$ cat src/rtl/dfe_pkg.sv
// Shared DFE constants and helpers.
// Interpolation factor limits and factor decoding.
package dfe_pkg;

  localparam int MAX_INT_FACTOR = 16;
  localparam int INT_WIDTH = $clog2(MAX_INT_FACTOR);
  localparam int LOG_WIDTH = $clog2(INT_WIDTH + 1);

  function automatic logic [LOG_WIDTH-1:0] int_log2(
    input logic [INT_WIDTH:0] f
  );
    logic [LOG_WIDTH-1:0] lg;
    lg = '0;
    for (int b = 1; b <= INT_WIDTH; b++) begin
      if (f >= (INT_WIDTH+1)'(1 << b)) begin
        lg = LOG_WIDTH'(b);
      end
    end
    return lg;
  endfunction

endpackage

$ cat src/rtl/cic_interp_ctrl.sv
// CIC interpolator burst control.
// Phase counter, handshake, config latch, change detect.
module cic_interp_ctrl
  import dfe_pkg::*;
(
  input  logic                 clk,
  input  logic                 rst,
  input  logic                 valid_in,
  input  logic                 bypass,
  input  logic [INT_WIDTH:0]   int_factor,
  input  logic                 valid_out,
  input  logic                 ready_out,
  output logic                 ready_in,
  output logic                 accept,
  output logic                 step,
  output logic                 clear,
  output logic [LOG_WIDTH-1:0] shift_lg
);

  logic [INT_WIDTH:0]   rem;
  logic [INT_WIDTH:0]   r_eff;
  logic [LOG_WIDTH-1:0] lg_q;
  logic [LOG_WIDTH-1:0] lg_new;
  logic                 byp_q;
  logic                 advance;

  assign advance  = ~valid_out | ready_out;
  assign ready_in = ~rst & (rem == '0) & advance;
  assign accept   = valid_in & ready_in;
  assign step     = (accept | (rem != '0)) & advance;

  assign lg_new = bypass ? '0 : int_log2(int_factor);
  assign r_eff  = (INT_WIDTH+1)'(1) << lg_new;

  // A bypass burst or a new factor invalidates filter history
  assign clear    = accept & ~bypass & (byp_q | (lg_new != lg_q));
  assign shift_lg = accept ? lg_new : lg_q;

  // Remaining zero phases and latched burst config
  always_ff @(posedge clk) begin
    if (rst) begin
      rem   <= '0;
      lg_q  <= '0;
      byp_q <= 1'b0;
    end else if (accept) begin
      rem   <= r_eff - (INT_WIDTH+1)'(1);
      lg_q  <= lg_new;
      byp_q <= bypass;
    end else if (step) begin
      rem <= rem - (INT_WIDTH+1)'(1);
    end
  end

endmodule

$ cat src/rtl/cic_interpolator.sv
// N-stage CIC interpolator, power-of-two factor.
// Comb at input rate, zero-stuff, integrate, normalise.
module cic_interpolator
  import dfe_pkg::*;
#(
  parameter int DATA_WIDTH = 16,
  parameter int DATA_FRAC  = 15,
  parameter int N          = 1
) (
  input  logic                         clk,
  input  logic                         rst,
  input  logic                         valid_in,
  output logic                         ready_in,
  input  logic signed [DATA_WIDTH-1:0] cic_in,
  input  logic                         bypass,
  input  logic [INT_WIDTH:0]           int_factor,
  output logic signed [DATA_WIDTH-1:0] cic_out,
  output logic                         valid_out,
  input  logic                         ready_out
);

  localparam int ACC_WIDTH = DATA_WIDTH + N * INT_WIDTH;

  if (N < 1 || N > 4 || DATA_FRAC >= DATA_WIDTH) begin : g_bad_cfg
    $error("cic_interpolator: illegal parameters");
  end

  logic                 accept;
  logic                 step;
  logic                 clear;
  logic [LOG_WIDTH-1:0] shift_lg;
  logic [4:0]           sh_amt;
  logic                 comb_en;
  logic                 int_en;

  logic signed [ACC_WIDTH-1:0] dly_v   [N];
  logic signed [ACC_WIDTH-1:0] acc_v   [N];
  logic signed [ACC_WIDTH-1:0] comb_v  [N+1];
  logic signed [ACC_WIDTH-1:0] integ_v [N+1];

  cic_interp_ctrl u_ctrl (
    .clk        (clk),
    .rst        (rst),
    .valid_in   (valid_in),
    .bypass     (bypass),
    .int_factor (int_factor),
    .valid_out  (valid_out),
    .ready_out  (ready_out),
    .ready_in   (ready_in),
    .accept     (accept),
    .step       (step),
    .clear      (clear),
    .shift_lg   (shift_lg)
  );

  assign comb_en = accept & ~bypass;
  assign int_en  = step & ~(accept & bypass);
  assign sh_amt  = 5'(N - 1) * 5'(shift_lg);

  // Comb chain and integrator chain on post-update values
  always_comb begin
    comb_v[0] = ACC_WIDTH'(cic_in);
    for (int k = 0; k < N; k++) begin
      comb_v[k+1] = comb_v[k] - (clear ? '0 : dly_v[k]);
    end
    integ_v[0] = accept ? comb_v[N] : '0;
    for (int k = 0; k < N; k++) begin
      integ_v[k+1] = integ_v[k] + (clear ? '0 : acc_v[k]);
    end
  end

  for (genvar k = 0; k < N; k++) begin : g_stage
    logic signed [ACC_WIDTH-1:0] dly_q;
    logic signed [ACC_WIDTH-1:0] acc_q;

    assign dly_v[k] = dly_q;
    assign acc_v[k] = acc_q;

    // Comb delay advances once per filtered input
    always_ff @(posedge clk) begin
      if (rst) begin
        dly_q <= '0;
      end else if (comb_en) begin
        dly_q <= comb_v[k];
      end
    end

    // Integrator advances once per output phase
    always_ff @(posedge clk) begin
      if (rst) begin
        acc_q <= '0;
      end else if (int_en) begin
        acc_q <= integ_v[k+1];
      end
    end
  end

  // Registered output: bypass sample or normalised integrator
  always_ff @(posedge clk) begin
    if (rst) begin
      valid_out <= 1'b0;
      cic_out   <= '0;
    end else if (step) begin
      valid_out <= 1'b1;
      cic_out   <= (accept & bypass)
                 ? cic_in
                 : DATA_WIDTH'(integ_v[N] >>> sh_amt);
    end else if (ready_out) begin
      valid_out <= 1'b0;
    end
  end

endmodule

$ cat config.mk
export PLATFORM = sky130hd
export DESIGN_NAME = cic_interpolator
export DESIGN_NICKNAME = d
export VERILOG_FILES = /design/src/rtl/dfe_pkg.sv /design/src/rtl/cic_interp_ctrl.sv /design/src/rtl/cic_interpolator.sv
export SDC_FILE = /design/constraint.sdc
export NUM_CORES = 1
export LEC_CHECK = 0
export CORE_ASPECT_RATIO = 1.1
export CORE_MARGIN = 5
export CORE_UTILIZATION = 45
export DETAILED_ROUTE_END_ITERATION = 8
export HOLD_SLACK_MARGIN = 0.15
export PLACE_DENSITY = 0.77
export SYNTH_ARGS = -nofsm -noshare
export SYNTH_HDL_FRONTEND = slang
export SYNTH_SLANG_ARGS = --single-unit
$ cat constraint.sdc
create_clock -name clk -period 7.6 [get_ports clk]
set_clock_uncertainty 0.05 [all_clocks]
set_input_delay 1.52 -clock clk [delete_from_list [all_inputs] [get_ports clk]]
set_output_delay 1.52 -clock clk [all_outputs]
set_load 0.05 [all_outputs]
=== Yosys cells after proc, flatten, opt, wreduce, memory -nomap -nowiden ===
Cells that the tools add are included.

* Order comparisons: 4
* Reductions and logical operators: 4
* Add/sub/neg operators: 4
* Shift-type cells: 1
* Equal/unequal tests: 1
* Bitwise gates (word level): 15
* Multiplexer cells: 13

{| class="wikitable"
|+ Operators with widths
! cell !! count
|-
| $mux 20 || 3
|-
| $add 20x20->20 || 1
|-
| $sub 20x20->20 || 1
|-
| $mux 16 || 1
|-
| $mux 5 || 2
|-
| $sub 5x1->5 const B || 2
|-
| $and 1x1->1 || 8
|-
| $mux 3 || 2
|-
| $ge 5x2->1 const B || 1
|-
| $ge 5x3->1 const B || 1
|-
| $ge 5x4->1 const B || 1
|-
| $ge 5x5->1 const B || 1
|-
| $logic_not 5->1 || 1
|-
| $reduce_bool 5->1 || 1
|-
| $shl 1x3->5 const A || 1
|-
| $mux 2 || 2
|-
| $not 1->1 || 4
|-
| $reduce_bool 2->1 || 2
|-
| $mux 1 || 3
|-
| $ne 3x3->1 || 1
|-
| $or 1x1->1 || 3
|}

* Flip-flop bits (word level): 62

=== Depth between registers and ports, before layout ===
* Word-level depth: 14
* Depth in mapped cells: 26
* Depth with buffers taken out: 24

=== By module ===
From an unflattened synthesis, not the netlist that was laid out.

* Cell total of the unflattened synthesis: 558
* Area total of the unflattened synthesis: 4186.5 um^2

{| class="wikitable"
|+ Modules (own cells, without submodules)
! module !! seq. area each (um^2) !! area each (um^2) !! cells each !! instances
|-
| cic_interpolator || 980.9 || 3505.9 || 468 || 1
|-
| cic_interp_ctrl || 180.2 || 680.7 || 90 || 1
|}

=== Least setup slack after synthesis ===
OpenSTA, ideal clock, no wires.

* Path type: input to register
* Start: in int_factor[4]
* End: reg g_stage[0].acc_q[15], in the netlist acc_v[15]
* Setup time: 133 ps
* Arrival: 6891 ps
* Path slack: 526 ps
* Stages: 26
* Path through: buf_6 -> or3_4 -> a211o_1 -> a2111oi_4 -> nand2b_2 -> clkbuf_1 -> and2_1 -> ha_1 -> inv_1 -> fa_1 -> a21o_1 -> a21o_1 -> a2111oi_0 -> nor4_1 -> or3_1 -> a21oi_1 -> xor2_1 -> nor2_1 -> ha_1 -> a21o_1 -> a21o_1 -> a221oi_1 -> o21a_1 -> or2_2 -> or3_4 -> o311ai_1

* Cells in the longest elaborated chain, start to end: 13
* Elaborated cells between the ends (all ways): 17
* Those cells by class: add/sub (2); order compare (4); eq/ne (1); mux (8); bitwise (2)

{| class="wikitable"
|+ RTL lines
! item !! line !! source
|-
| from (decl) || cic_interpolator.sv:16 || <nowiki>input logic [INT_WIDTH:0] int_factor,</nowiki>
|-
| $ge 5x2->1 || dfe_pkg.sv:15 || <nowiki>if (f >= (INT_WIDTH+1)'(1 << b)) begin</nowiki>
|-
| $mux 1 || dfe_pkg.sv:15 ||
|-
| $mux 2 (2 in a row) || dfe_pkg.sv:15 ||
|-
| $mux 3 * || dfe_pkg.sv:15 ||
|-
| $mux 3 * || cic_interp_ctrl.sv:32 || <nowiki>assign lg_new = bypass ? '0 : int_log2(int_factor);</nowiki>
|-
| $ne 3x3->1 * || cic_interp_ctrl.sv:36 || <nowiki>assign clear = accept & ~bypass & (byp_q | (lg_new != lg_q));</nowiki>
|-
| $or 1x1->1 * || cic_interp_ctrl.sv:36 ||
|-
| $and 1x1->1 * || cic_interp_ctrl.sv:36 ||
|-
| $mux 20 || cic_interpolator.sv:64 || <nowiki>comb_v[k+1] = comb_v[k] - (clear ? '0 : dly_v[k]);</nowiki>
|-
| $sub 20x20->20 || cic_interpolator.sv:64 ||
|-
| $mux 20 || cic_interpolator.sv:66 || <nowiki>integ_v[0] = accept ? comb_v[N] : '0;</nowiki>
|-
| $add 20x20->20 * || cic_interpolator.sv:68 || <nowiki>integ_v[k+1] = integ_v[k] + (clear ? '0 : acc_v[k]);</nowiki>
|-
| to (signal assigned) || cic_interpolator.sv:93 || <nowiki>acc_q <= integ_v[k+1];</nowiki>
|-
| to (decl) || cic_interpolator.sv:74 || <nowiki>logic signed [ACC_WIDTH-1:0] acc_q;</nowiki>
|}

Mark *: on every way between the ends. The rest lies on a longest branch, timed or not.
A chain may end at the register's enable or synchronous reset.

=== Worst setup path after layout ===
* Start: in int_factor[3]
* End: reg g_stage[0].acc_q[15], in the netlist acc_v[15]

Same word-level chain as after synthesis.

==> impl_metrics.ini <==
[place]
port_buffers = 42
dp_hpwl_mm = 7.26
place_congestion = 0.831
place_inst = 670
place_ws_ns = -0.140

[clock_network]
post_cts_buffers = 0
cts_tree = built
htree_levels = 3
cts_made_buffers = 9
clkTransAtPathRegs_ns = 0.07
clock-root-buffer = clkbuf_8
clkSinkCount = 58
clk_latency_ns = 0.35
clock_path_buffers = 2

[routing]
ant_nets = 0
via_count = 3848
drt-total-wl_mm = 10.4
drtIter0Drc = 218
vias_per_cell = 5.61
dr.pass1.iters = 5
routedWlPerCell_um = 15.1
drcViolationCount = 0

[min_path]
hold_class = register to register

[synthesis]
async_flop_share_pct = 0
ys_types = 60
synth_edf_count = 0
synth_top_family_by_area = compound AO/OA/AOI/OAI gates
synth-xor-area-share_pct = 4.57
yosysTopAreaCellShare_pct = 28.8
syn-num-nets = 587
synthAdderAreaFrac_pct = 11.2
ys_seq_elements = 58
yosys-mux-area-fraction_pct = 0.994
synth_largest_area_cell = dfxtp_1
syn-instance-count = 526
synth_compound_area_share_pct = 25.4
syn_area_sq_um = 4030
yosysSeqAreaShare_pct = 28.8
synth_warnings = 0
synth-simple-area-share_pct = 24.6
synth_top_flop_cell = dfxtp_1
synth_area_per_cell_sq_um = 7.66
synthTopCellsByArea = dfxtp_1 29%, ha_1 10%, a21oi_1 8.7%, nand2_1 7.8%, nor2_1 4.0%

[power]
pwr_density_cell_nw_per_um2 = 248
vdd_ir_drop_max_v = 0.000112
p_leak_nw = 1.84

[floorplanning]
rows = 36
dieArea_sq_um = 10900
io-pin-count = 44
die_w_um = 100
chipHeight_um = 109
core_sq_um = 8780
start_util_pct = 45.9

[global_routing]
grt_overflow = 0
antenna_found_initial = 0
grt_pass1_vias = 3693
grt_max_degree = 61
grt_first_pass_wirelength_mm = 17.2
grt_util_all_layers_pct = 19.6

[finish]
post-route-util_pct = 54.4
area_growth_pct = 18.7
finalNonFillerCells = 686
final_nets = 628
antenna_cells = 0
drive_above_1_share_pct = 8.22

[worst_setup_path]
worstPathRequired_ns = 7.74
arrival_ns = 7.39
crit_type = input pin to register
cp_max_fo = 5
critPathCaptureType = register
cp-start-kind = input pin

[timing]
rsz0062_at_grt = false
hold_viol_final = 0
clock.fmax_ghz = 0.138
fin_ws_ns = 0.353
period_needed_ns = 7.25
fin_hold_ws_ns = 0.401
setup_violations = 0
worst-slew-pin-transition_ns = 1.12
min_period_over_period_pct = 95.3
drv_slew = 0
timing.slew.headroom_pct = 25.3

[job]
cap_violations = 0

[outcome]
status = finished clean
## power by group
| part | internal [mW] | switching, mW | total (mW) |
|---|---|---|---|
| logic | 0.192 | 0.327 | 0.519 |
| registers | 0.346 | 0.0280 | 0.374 |
| clock network | 0.159 | 0.131 | 0.290 |
| total | 0.697 | 0.486 | 1.18 |
## synthesized netlist by cell type (2+ instances only)
master / n
a221oi_1: 3
or2_2: 4
xor2_1: 11
ha_1: 33
or2_1: 2
a211oi_1: 2
buf_2: 2
and2_1: 16
mux2i_1: 4
nand3b_1: 6
o21a_1: 10
a21oi_1: 70
a31oi_1: 3
nand3_1: 6
o21ai_1: 8
o22ai_1: 3
o211ai_1: 4
nor2b_1: 6
or3_4: 2
fa_1: 2
nor3_1: 7
or3_1: 9
nor2_1: 43
nor4_1: 2
dfxtp_1: 58
nand2b_1: 8
o21ai_0: 13
xnor2_1: 10
a2111oi_0: 2
clkbuf_1: 22
o21bai_1: 2
nand2_1: 84
inv_1: 19
a22oi_1: 16
a21o_1: 9
## per-stage QoR
step | cell area [sq um] | setup TNS, ns | total power [mW]
after global routing | 4780 | 0 | 1.26
final | 4780 | 0 | 1.18
after floorplan | 4030 | 0 | 0.757
after CTS | 4770 | 0 | 1.19
after global placement | 4580 | -0.187 | 0.881
after detailed placement | 4580 | -0.250 | 0.895
## critical path, cell delays in order
cell and delay (ns):
clkdlybuf4s50_1 0.47, or3_4 0.43, a211o_1 0.35, a2111oi_4 0.36, nand2b_2 0.21, and2_1 0.13, ha_1 0.15, inv_1 0.05
fa_1 0.40, a21o_1 0.19, a21o_1 0.22, a2111oi_2 0.43, buf_4 0.18, nor4_1 0.07, or3_1 0.35, a21oi_1 0.18
xor2_1 0.16, nor2_1 0.06, ha_1 0.33, a21o_1 0.21, a21o_1 0.18, a221oi_1 0.28, o21a_1 0.18, or2_2 0.11
or3_4 0.11, o311ai_1 0.08
## worst paths after layout
kind | startpoint | to | slack [ns] | depth (start not counted)
max | int_factor[3] | acc_v[15] | 0.35 | 26
max reg2reg | u_ctrl.lg_q[1] | acc_v[15] | 1.80 | 25
min reg2reg | acc_v[12] | acc_v[12] | 0.40 | 2
min | acc_v[12] | acc_v[12] | 0.40 | 2
## metal layers
metal  global-route usage (%)  up-vias  part of all wire (%)
li1                         -     1945                     -
met1                     24.4     1817                    46
met2                     33.3       73                    49
met3                     3.39       13                   3.6
met4                     8.18        0                   1.4
met5                        0        -                     0
## area by class of cell
type	count	area, sq um
repair buffers	55	513
well taps	114	143
multi-input cells	424	2700
fillers	855	4000
inverters	19	71.3
clock inverters	5	53.8
clock buffers	11	141
flip-flops and latches	58	1160
## state kept, by name, summed over array words and instances (netlist names)
| register | count |
|---|---|
| cic_out | 16 |
| dly_v | 16 |
| acc_v | 16 |
| u_ctrl.byp_q | 1 |
| u_ctrl.rem | 5 |
| u_ctrl.lg_q | 3 |
| valid_out | 1 |
## logic make-up (layout without fill, tap and decap cells)
logic type	count (synthesis)	in the layout
buffers and inverters	44	90
AOI/OAI and AO/OA	160	160
and+or+nand+nor	204	204
adders and majority gates	35	35
DFF	58	58
muxes	4	4
xor gates and xnor gates	21	21
## layout by cell type, fill, tap and decap left out, drive strengths merged, types with 2 or more instances in the layout
cell	count
a2111oi	3
a211o	2
a211oi	2
a21o	10
a21oi	70
a221oi	4
a22oi	16
a31o	2
a31oi	3
and2	16
buf	14
clkbuf	11
clkdlybuf4s50	41
clkinv	4
dfxtp	58
fa	2
ha	33
inv	19
mux2i	4
nand2	84
nand2b	9
nand3	6
nand3b	6
nor2	43
nor2b	6
nor3	7
nor4	3
o211ai	5
o21a	10
o21ai	21
o21bai	2
o22ai	3
or2	6
or3	11
xnor2	10
xor2	11
## timing repair
item,CTS,global route
setup endpoints to repair,0,2
resized for setup,0,2
endpoints found under the hold margin,0,0
hold buffers,0,0
(Power assumes the default switching activity.)
